==> src/rtl/proc_param_if.sv <==
// Memory bus between proc_param (master) and its instruction/data memory (slave).
interface proc_param_if #(
  parameter int DW = 16,
  parameter int AW = 16
);
  logic [DW-1:0] DIN;
  logic          DIN_valid;
  logic [AW-1:0] ADDR;
  logic [DW-1:0] DOUT;
  logic          W;

  modport master (
    input  DIN,
    input  DIN_valid,
    output ADDR,
    output DOUT,
    output W
  );

  modport slave (
    output DIN,
    output DIN_valid,
    input  ADDR,
    input  DOUT,
    input  W
  );
endinterface

==> src/rtl/proc_param.sv <==
// Multi-cycle 9-bit-instruction processor, R0 is the PC, memory via proc_param_if.
// Optional macro PROC_AND_EN turns opcode 7 into a bitwise and; otherwise it is a NOP.
module proc_param #(
  parameter int DW = 16,
  parameter int AW = 16
) (
  input  logic          Clock,
  input  logic          Resetn,
  input  logic          Run,
  proc_param_if.master  bus,
  output logic          Done,
  output logic [2:0]    Tstep_Q,
  output logic [DW-1:0] R0
);

  typedef enum logic [2:0] {
    S_FETCH = 3'd0,
    S_IRLD  = 3'd1,
    S_EX1   = 3'd2,
    S_EX2   = 3'd3,
    S_EX3   = 3'd4,
    S_IDLE  = 3'd5
  } state_e;

  localparam logic [2:0] OP_MV   = 3'd0;
  localparam logic [2:0] OP_MVI  = 3'd1;
  localparam logic [2:0] OP_ADD  = 3'd2;
  localparam logic [2:0] OP_SUB  = 3'd3;
  localparam logic [2:0] OP_LD   = 3'd4;
  localparam logic [2:0] OP_ST   = 3'd5;
  localparam logic [2:0] OP_MVNZ = 3'd6;
  localparam logic [2:0] OP_AND  = 3'd7;

  state_e        state_q, state_d;
  logic [DW-1:0] r_q [8];
  logic [DW-1:0] r_d [8];
  logic [DW-1:0] a_q, a_d;
  logic [DW-1:0] g_q, g_d;
  logic [8:0]    ir_q, ir_d;
  logic          z_q, z_d;
  logic [AW-1:0] addr_q, addr_d;
  logic [DW-1:0] dout_q, dout_d;
  logic          w_q, w_d;

  logic [2:0]    op_s, rx_s, ry_s;
  logic [DW-1:0] alu_s;
  state_e        after_done_s;

  assign op_s = ir_q[8:6];
  assign rx_s = ir_q[5:3];
  assign ry_s = ir_q[2:0];

  // Run is only consulted when an instruction finishes (or while idle).
  assign after_done_s = Run ? S_FETCH : S_IDLE;

  // ALU result for the second execute step of add/sub/and
  always_comb begin
    alu_s = '0;
    case (op_s)
      OP_ADD:  alu_s = a_q + r_q[ry_s];
      OP_SUB:  alu_s = a_q - r_q[ry_s];
      OP_AND:  alu_s = a_q & r_q[ry_s];
      default: alu_s = '0;
    endcase
  end

  // Next-state and datapath control; everything holds unless a step updates it
  always_comb begin
    state_d = state_q;
    r_d     = r_q;
    a_d     = a_q;
    g_d     = g_q;
    ir_d    = ir_q;
    z_d     = z_q;
    addr_d  = addr_q;
    dout_d  = dout_q;
    w_d     = w_q;
    Done    = 1'b0;

    case (state_q)
      S_IDLE, S_FETCH: begin
        if (Run) begin
          addr_d  = r_q[0][AW-1:0];
          r_d[0]  = r_q[0] + DW'(1);
          state_d = S_IRLD;
        end else begin
          state_d = S_IDLE;
        end
      end

      S_IRLD: begin
        if (bus.DIN_valid) begin
          ir_d    = bus.DIN[8:0];
          state_d = S_EX1;
        end else begin
          state_d = S_IRLD;
        end
      end

      S_EX1: begin
        case (op_s)
          OP_MV: begin
            r_d[rx_s] = r_q[ry_s];
            Done      = 1'b1;
            state_d   = after_done_s;
          end
          OP_MVNZ: begin
            if (!z_q) begin
              r_d[rx_s] = r_q[ry_s];
            end else begin
              r_d[rx_s] = r_q[rx_s];
            end
            Done    = 1'b1;
            state_d = after_done_s;
          end
          OP_MVI: begin
            addr_d  = r_q[0][AW-1:0];
            r_d[0]  = r_q[0] + DW'(1);
            state_d = S_EX2;
          end
          OP_LD: begin
            addr_d  = r_q[ry_s][AW-1:0];
            state_d = S_EX2;
          end
          OP_ST: begin
            addr_d  = r_q[ry_s][AW-1:0];
            dout_d  = r_q[rx_s];
            w_d     = 1'b1;
            state_d = S_EX2;
          end
          OP_ADD, OP_SUB: begin
            a_d     = r_q[rx_s];
            state_d = S_EX2;
          end
`ifdef PROC_AND_EN
          OP_AND: begin
            a_d     = r_q[rx_s];
            state_d = S_EX2;
          end
`else
          OP_AND: begin
            Done    = 1'b1;
            state_d = after_done_s;
          end
`endif
          default: begin
            Done    = 1'b1;
            state_d = after_done_s;
          end
        endcase
      end

      S_EX2: begin
        case (op_s)
          OP_MVI, OP_LD: begin
            if (bus.DIN_valid) begin
              r_d[rx_s] = bus.DIN;
              Done      = 1'b1;
              state_d   = after_done_s;
            end else begin
              state_d = S_EX2;
            end
          end
          OP_ST: begin
            w_d     = 1'b0;
            Done    = 1'b1;
            state_d = after_done_s;
          end
          OP_ADD, OP_SUB, OP_AND: begin
            g_d     = alu_s;
            z_d     = (alu_s == '0);
            state_d = S_EX3;
          end
          default: begin
            Done    = 1'b1;
            state_d = after_done_s;
          end
        endcase
      end

      S_EX3: begin
        r_d[rx_s] = g_q;
        Done      = 1'b1;
        state_d   = after_done_s;
      end

      default: begin
        state_d = S_IDLE;
      end
    endcase
  end

  // State and datapath registers, cleared asynchronously
  always_ff @(posedge Clock or negedge Resetn) begin
    if (!Resetn) begin
      state_q <= S_IDLE;
      for (int i = 0; i < 8; i++) begin
        r_q[i] <= '0;
      end
      a_q    <= '0;
      g_q    <= '0;
      ir_q   <= 9'd0;
      z_q    <= 1'b0;
      addr_q <= '0;
      dout_q <= '0;
      w_q    <= 1'b0;
    end else begin
      state_q <= state_d;
      for (int i = 0; i < 8; i++) begin
        r_q[i] <= r_d[i];
      end
      a_q    <= a_d;
      g_q    <= g_d;
      ir_q   <= ir_d;
      z_q    <= z_d;
      addr_q <= addr_d;
      dout_q <= dout_d;
      w_q    <= w_d;
    end
  end

  assign Tstep_Q  = state_q;
  assign R0       = r_q[0];
  assign bus.ADDR = addr_q;
  assign bus.DOUT = dout_q;
  assign bus.W    = w_q;

endmodule

==> src/flat_wrapper.sv <==
// flat-port wrapper written by rule: the top's interface ports become plain ports
module proc_param_flat 
#(
  parameter int DW = 16,
  parameter int AW = 16
)
  (Clock, Resetn, Run, Done, Tstep_Q, R0, bus_DIN, bus_DIN_valid, bus_ADDR, bus_DOUT, bus_W);
  proc_param_if #(.DW(DW), .AW(AW)) bus_i ();
  input  logic Clock;
  input  logic Resetn;
  input  logic Run;
  output logic Done;
  output logic [2:0] Tstep_Q;
  output logic [DW-1:0] R0;
  input wire logic [$bits(bus_i.DIN)-1:0] bus_DIN;
  input wire logic [$bits(bus_i.DIN_valid)-1:0] bus_DIN_valid;
  output wire logic [$bits(bus_i.ADDR)-1:0] bus_ADDR;
  output wire logic [$bits(bus_i.DOUT)-1:0] bus_DOUT;
  output wire logic [$bits(bus_i.W)-1:0] bus_W;
  assign bus_i.DIN = bus_DIN;
  assign bus_i.DIN_valid = bus_DIN_valid;
  assign bus_ADDR = bus_i.ADDR;
  assign bus_DOUT = bus_i.DOUT;
  assign bus_W = bus_i.W;
  proc_param #(.DW(DW), .AW(AW)) u_core (.Clock(Clock), .Resetn(Resetn), .Run(Run), .bus(bus_i), .Done(Done), .Tstep_Q(Tstep_Q), .R0(R0));
endmodule
==> config.mk <==
export PLATFORM = sky130hd
export DESIGN_NAME = proc_param_flat
export DESIGN_NICKNAME = d
export VERILOG_FILES = /design/src/rtl/proc_param_if.sv /design/src/rtl/proc_param.sv /design/src/flat_wrapper.sv
export SDC_FILE = /design/constraint.sdc
export NUM_CORES = 1
export LEC_CHECK = 0
export ABC_AREA = 1
export BUFFER_PORTS_ARGS = -buffer_cell sky130_fd_sc_hd__buf_2
export CORE_MARGIN = 2
export CORE_UTILIZATION = 40
export DETAILED_ROUTE_END_ITERATION = 8
export PLACE_DENSITY = 0.6
export SLEW_MARGIN = 10
export SYNTH_ARGS = -nofsm -noshare
export SYNTH_HDL_FRONTEND = slang
export SYNTH_SLANG_ARGS = --single-unit
==> constraint.sdc <==
create_clock -name Clock -period 3.7 [get_ports Clock]
set_clock_uncertainty 0.15 [all_clocks]
set_input_delay 0.185 -clock Clock [delete_from_list [all_inputs] [get_ports Clock]]
set_output_delay 0.185 -clock Clock [all_outputs]
set_load 0.05 [all_outputs]
==> After elaboration in Yosys (flattened, before gate mapping) <==
Index checks and enable logic that the tools add are counted.
{ "word_totals": {"register_bits": 206, "out_inout_bits": 53, "input_bits": 20} }
{ "classes": {"addsub": 3, "n_reduce_logical": 23, "bitwise": 3, "n_eq_ne": 20, "n_mux": 38, "n_lt_le_gt_ge": 3} }
{ "op_table": {"columns": ["operator", "n"], "rows": [
  ["128-bit bitwise mux", 4],
  ["128-bit 2-to-1 mux", 3],
  ["112-bit case mux with 3 select lines", 1],
  ["112-bit case mux with 2 select lines", 1],
  ["16-bit 2-to-1 mux", 7],
  ["16-bit binary-select mux with 3-bit select", 2],
  ["16-bit case mux with 3 select lines", 2],
  ["16-bit case mux with 2 select lines", 2],
  ["16-bit case mux with 4 select lines", 1],
  ["16-bit demux with 3-bit select", 1],
  ["3-bit == test, second input constant", 6],
  ["16-bit by 1-bit adder with 16-bit output, second input constant", 1],
  ["16-bit adder", 1],
  ["16-bit AND", 1],
  ["16-bit logical NOT", 1],
  ["16-bit subtractor", 1],
  ["3-bit case mux with 5 select lines", 1],
  ["3-bit by 2-bit == test with 1-bit output, second input constant", 4],
  ["3-bit case mux with 2 select lines", 2],
  ["2-bit inequality test, second input constant", 5],
  ["3-bit 2-to-1 mux", 3],
  ["4-bit greater-or-equal comparator, second input constant", 2],
  ["3-bit NOT with 4-bit output", 2],
  ["2-bit AND reduction", 4],
  ["other kinds (19)", 32]
]} }

==> Logic depth before layout (Yosys ltp) <==
{ "logic_depth": {"word_depth": 9, "ltp_mapped": 30} }

==> Least setup slack after synthesis <==
No wires, ideal clock.
{ "synth_path": {"path_type": "flip-flop to flip-flop", "startpoint": "reg u_core.ir_q[1]", "endpoint": "reg u_core.z_q", "arrival_time_ns": 3.437, "path_slack_ns": -0.005, "setup_time_ns": 0.118, "required_time_ns": 3.432, "synth_period_minus_slack_ns": 3.705, "n_path_buf": 2, "stages_incl_launch_ff": 27, "cell_sequence": "dfrtp_1 -> inv_2 -> clkbuf_1 -> o211ai_1 -> nand2_1 -> nand2_1 -> nand2_1 -> buf_2 -> inv_1 -> ha_1 -> inv_1 -> nor2_1 -> nand4_1 -> nor3_2 -> nor2_1 -> nor2_1 -> xor2_1 -> ha_1 -> inv_1 -> nor4_1 -> nand3_1 -> nand3_1 -> nand2_1 -> o21ai_0 -> nor2_1 -> nand4_1 -> nand2_1"} }
{ "synth_between": {"elab_chain_len": 7, "word_cells_on_any_way": 9} }
{ "synth_rtl": {"columns": ["element", "line", "text"], "rows": [
  ["start, declared", "proc_param.sv:39", "logic [8:0] ir_q, ir_d;"],
  ["start signal, assigned", "proc_param.sv:214", "ir_q <= ir_d;"],
  ["3-bit NOT with 4-bit output (not written as such) *", "proc_param.sv:60, proc_param.sv:61, proc_param.sv:62", null],
  ["16-bit binary-select mux with 3-bit select *", "proc_param.sv:60, proc_param.sv:61, proc_param.sv:62", null],
  ["16-bit 2-to-1 mux (not written as such) * (2 in a row)", "proc_param.sv:60, proc_param.sv:61, proc_param.sv:62", null],
  ["16-bit subtractor, or another cell as far along", "proc_param.sv:61", "OP_SUB: alu_s = a_q - r_q[ry_s];"],
  ["16-bit case mux with 3 select lines *", "proc_param.sv:59", "case (op_s)"],
  ["16-bit logical NOT *", "proc_param.sv:171", "z_d = (alu_s == '0);"],
  ["end signal, assigned", "proc_param.sv:215", "z_q <= z_d;"],
  ["end, declared", "proc_param.sv:40", "logic z_q, z_d;"]
]} }
Every way passes the cells marked *; elsewhere a longest branch is shown, timed or not. The select of a mux whose other input is x is not followed.
A chain may end at the register's enable or synchronous reset.

==> Final worst setup path <==
{ "layout_path": {"startpoint": "reg u_core.ir_q[0]", "endpoint": "reg u_core.g_q[14]"} }
{ "layout_between": {"elab_chain_len": 6, "word_cells_on_any_way": 8} }
{ "layout_rtl": {"columns": ["element", "line", "text"], "rows": [
  ["3-bit NOT with 4-bit output (not written as such) *", "proc_param.sv:60, proc_param.sv:61, proc_param.sv:62", null],
  ["16-bit binary-select mux with 3-bit select *", "proc_param.sv:60, proc_param.sv:61, proc_param.sv:62", null],
  ["16-bit 2-to-1 mux (not written as such) * (2 in a row)", "proc_param.sv:60, proc_param.sv:61, proc_param.sv:62", null],
  ["16-bit subtractor, or another cell as far along", "proc_param.sv:61", null],
  ["16-bit case mux with 3 select lines *", "proc_param.sv:59", null],
  ["end signal, assigned", "proc_param.sv:213", "g_q <= g_d;"],
  ["end, declared", "proc_param.sv:38", "logic [DW-1:0] g_q, g_d;"]
]} }
Marked as above.

==> summary.txt <==
Timing
  • Final Hold Viols: 0
  • Worst hold slack: just under 0.02 ns
  • Min cycle time layout: 3.85 ns
  • RSZ-0062 raised after global routing: true
  • Slew @ Worst Pin: 1.11 ns
  • Final setup viols: 4
  • Slew HR: 0.260
  • Fin crit share: 1.04
  • Setup slack after layout: -0.153 ns
  • Highest Clock Rate: 260 MHz
  • Fin. max-slew vios: 0

Min path
  • HP Class: primary input to flop

Routing
  • Routed Wire Length: 92100 um
  • DR iter-0 viols: 3004
  • Vias per cell: about 6.3
  • Drt pass-1 iters: 6
  • DR WL/cell: 26.8 um
  • DRC Markers: 0
  • Final ANT Viol Nets: 0
  • Vias: 21800

CTS
  • Clk root buf: clkbuf_16
  • Clk slew on worst S/H paths: 0.07 ns
  • Clock Sinks: 206
  • CTS H-tree lvls: 1
  • TritonCTS clock tree: built
  • Maximum clock insertion buffer count: 3
  • Inserted Clock Buffers: 27
  • Clk_lat worst skew: 0.60 ns

Run status
  • Failing checks: setup timing
  • Outcome: finished, violations left

Place
  • Dpl hpwl: between 60000 and 70000 um
  • Pre-CTS setup slack: -0.282 ns
  • # port buffers: 72
  • GP Congestion: about 1.0

Finish
  • Fillers: between 4000 and 5000
  • Commonest non-fill, non-tap cell in the layout: nand2_1
  • Layout area overhead: 23.4%
  • Nets: 2906
  • Layout cells sized above 1: 0.192
  • Commonest non-fill, non-tap cells in the layout: nand2_1 (527), o21ai_0 (358), inv_1 (278), buf_4 (250), a21oi_1 (220)

Global routing
  • First-pass GRT wire length: 134000 um
  • Antenna violations before repair: 5
  • Total gr overflow: 0
  • Gr usage total: 0.406
  • Vias in the first global route: 20400
  • Pin count of the biggest net entering global routing: 94

Critical path
  • Req. time, crit path: roughly 4.0 ns
  • Max stage delay on crit path: 0.50 ns
  • Crit Path Category: flop to flop
  • Startpoint class of the critical path: flop
  • Highest net fanout along the worst path: 7
  • Arr. time, crit path: 4.16 ns
  • Slowest CP cell: dfrtp_2
  • Worst-path cell chain: buf_6 -> buf_12 -> nand2_1 -> nand3_2 -> nand3_2 -> nand2_2 -> nand2_1 -> nor2_2 -> nand4_1 -> nor3_2 -> nor2_2 -> nor2_1 -> xor2_1 -> ha_1 -> inv_2 -> nor4_4 -> nand3_2 -> a21oi_2 -> o21ai_2 -> buf_4 -> nand2_1 -> o21ai_1
  • Crit. End Element: flop

Synthesis
  • Synthesized area: 17100 um2
  • Post-synthesis xor/xnor area fraction: 0.00767
  • Yosys top cell by area: dfrtp_1
  • Async S/R FF share, synth: 1.00
  • Predominant post-synthesis flop cell: dfrtp_1
  • Post-Syn Instances: 2669
  • Yosys cell types: 54
  • Synth top area cells: dfrtp_1 (30%), nand2_1 (12%), o21ai_0 (11%)
  • Largest family of logic cells by synthesized area: compound AO/OA/AOI/OAI gates
  • Adder-Cell Fraction of Synth Area: 0.0143
  • Post-synthesis mux area share: 0
  • Mapped Nets: 2708
  • Post-Syn Area per Cell: approximately 6.4 um2
  • Seq/Total Area, Yosys: 0.301
  • Post-synth top area share: 0.298
  • Number of flops mapped to enable cells by yosys: 0
  • Post-Synth Simple-Gate Area: 0.236
  • Yosys warns: 0
  • Flops & latches, synth: 206
  • Post-synthesis compound-gate area fraction: 0.319

Die
  • Ports: 73
  • Width of the die: approximately 210 um
  • Core Region: between 40000 and 50000 um2
  • Die ar.: 44500 um2
  • Num rows: 75
  • Die H: 211 um
  • Initial core utilization: 0.407

Job
  • # Max-Cap Violations: 0
-- synthesized netlist by cell type, drive strengths merged (15+ instances only) --
| master | count |
|---|---|
| a21oi | 241 |
| a31oi | 17 |
| a41oi | 15 |
| buf | 93 |
| clkbuf | 105 |
| dfrtp | 204 |
| ha | 18 |
| inv | 301 |
| nand2 | 566 |
| nand3 | 152 |
| nand4 | 25 |
| nor2 | 197 |
| nor3 | 21 |
| o211ai | 94 |
| o21ai | 394 |
| o22ai | 122 |
| xor2 | 15 |
-- path summary, 6_finish.rpt --
check	startpoint	end	slack, ns	cells past startpoint
max	u_core.ir_q[0]	u_core.g_q[14]	-0.15	22
min	bus_DIN[11]	u_core.R0[11]	0.02	5
max reg2reg	u_core.ir_q[0]	u_core.g_q[14]	-0.15	22
min reg2reg	u_core.bus.DOUT[0]	u_core.bus.DOUT[0]	0.33	2
max in group asynchronous	Resetn	u_core.bus.ADDR[13]	2.34	3
min in group asynchronous	Resetn	asynchronous set/reset pin	0.11	2
-- metrics by stage --
stage	utilization	instances	instance area [um2]	setup TNS, ns
after CTS	0.492	3415	20700	-0.365
after floorplan	-	2669	17100	0
after global routing	0.502	3427	21200	-1.92
after detailed placement	0.461	3340	19400	-1.14
final	0.502	3429	21200	-0.338
after global placement	0.461	3340	19400	-0.801
-- area by class of cell --
type | count | area, um2 | area share
tap | 539 | 674 | 0.0319
multi-input combinational | 1953 | 10300 | 0.487
clock buffer | 40 | 764 | 0.0361
timing repair buffer | 367 | 2940 | 0.139
antenna | 2 | 5.00 | 0.000237
sequential | 206 | 5160 | 0.244
inverter | 312 | 1170 | 0.0555
clock inverter | 10 | 133 | 0.00627
-- cells by family after synthesis --
| family | after synthesis |
|---|---|
| compound gates | 945 |
| xor+xnor | 15 |
| fa+ha+maj | 19 |
| buf+inv | 510 |
| flops | 206 |
| simple gates | 974 |
-- metal layers --
metal	up-vias	part of all wire	global-route usage
li1	9542	-	-
met2	1534	0.42	0.600
met4	6	0.070	0.260
met3	342	0.12	0.102
met5	-	0.00038	0
met1	10300	0.39	0.528
-- worst max-delay path: cells and delay by family, from the launching register on --
kind,cells,cell delay [ns]
buffers and inverters,4,0.53
and+or+nand+nor,13,1.78
AOI/OAI and AO/OA,3,0.31
xor gates and xnor gates,1,0.09
adders and majority gates,1,0.33
DFF,1,0.50
-- timing repair --
| action | CTS | global route |
|---|---|---|
| endpoints found under the hold margin | 112 | 0 |
| pin swaps | 24 | 43 |
| setup buffers | 8 | 11 |
| gates resized for setup | 44 | 85 |
| hold buffers | 15 | 0 |
| setup endpoints to repair | 8 | 10 |
| cloned | 2 | 2 |
Power is not shown: default switching activity piles up to over one toggle a cycle in this logic, so the estimate is an artifact.
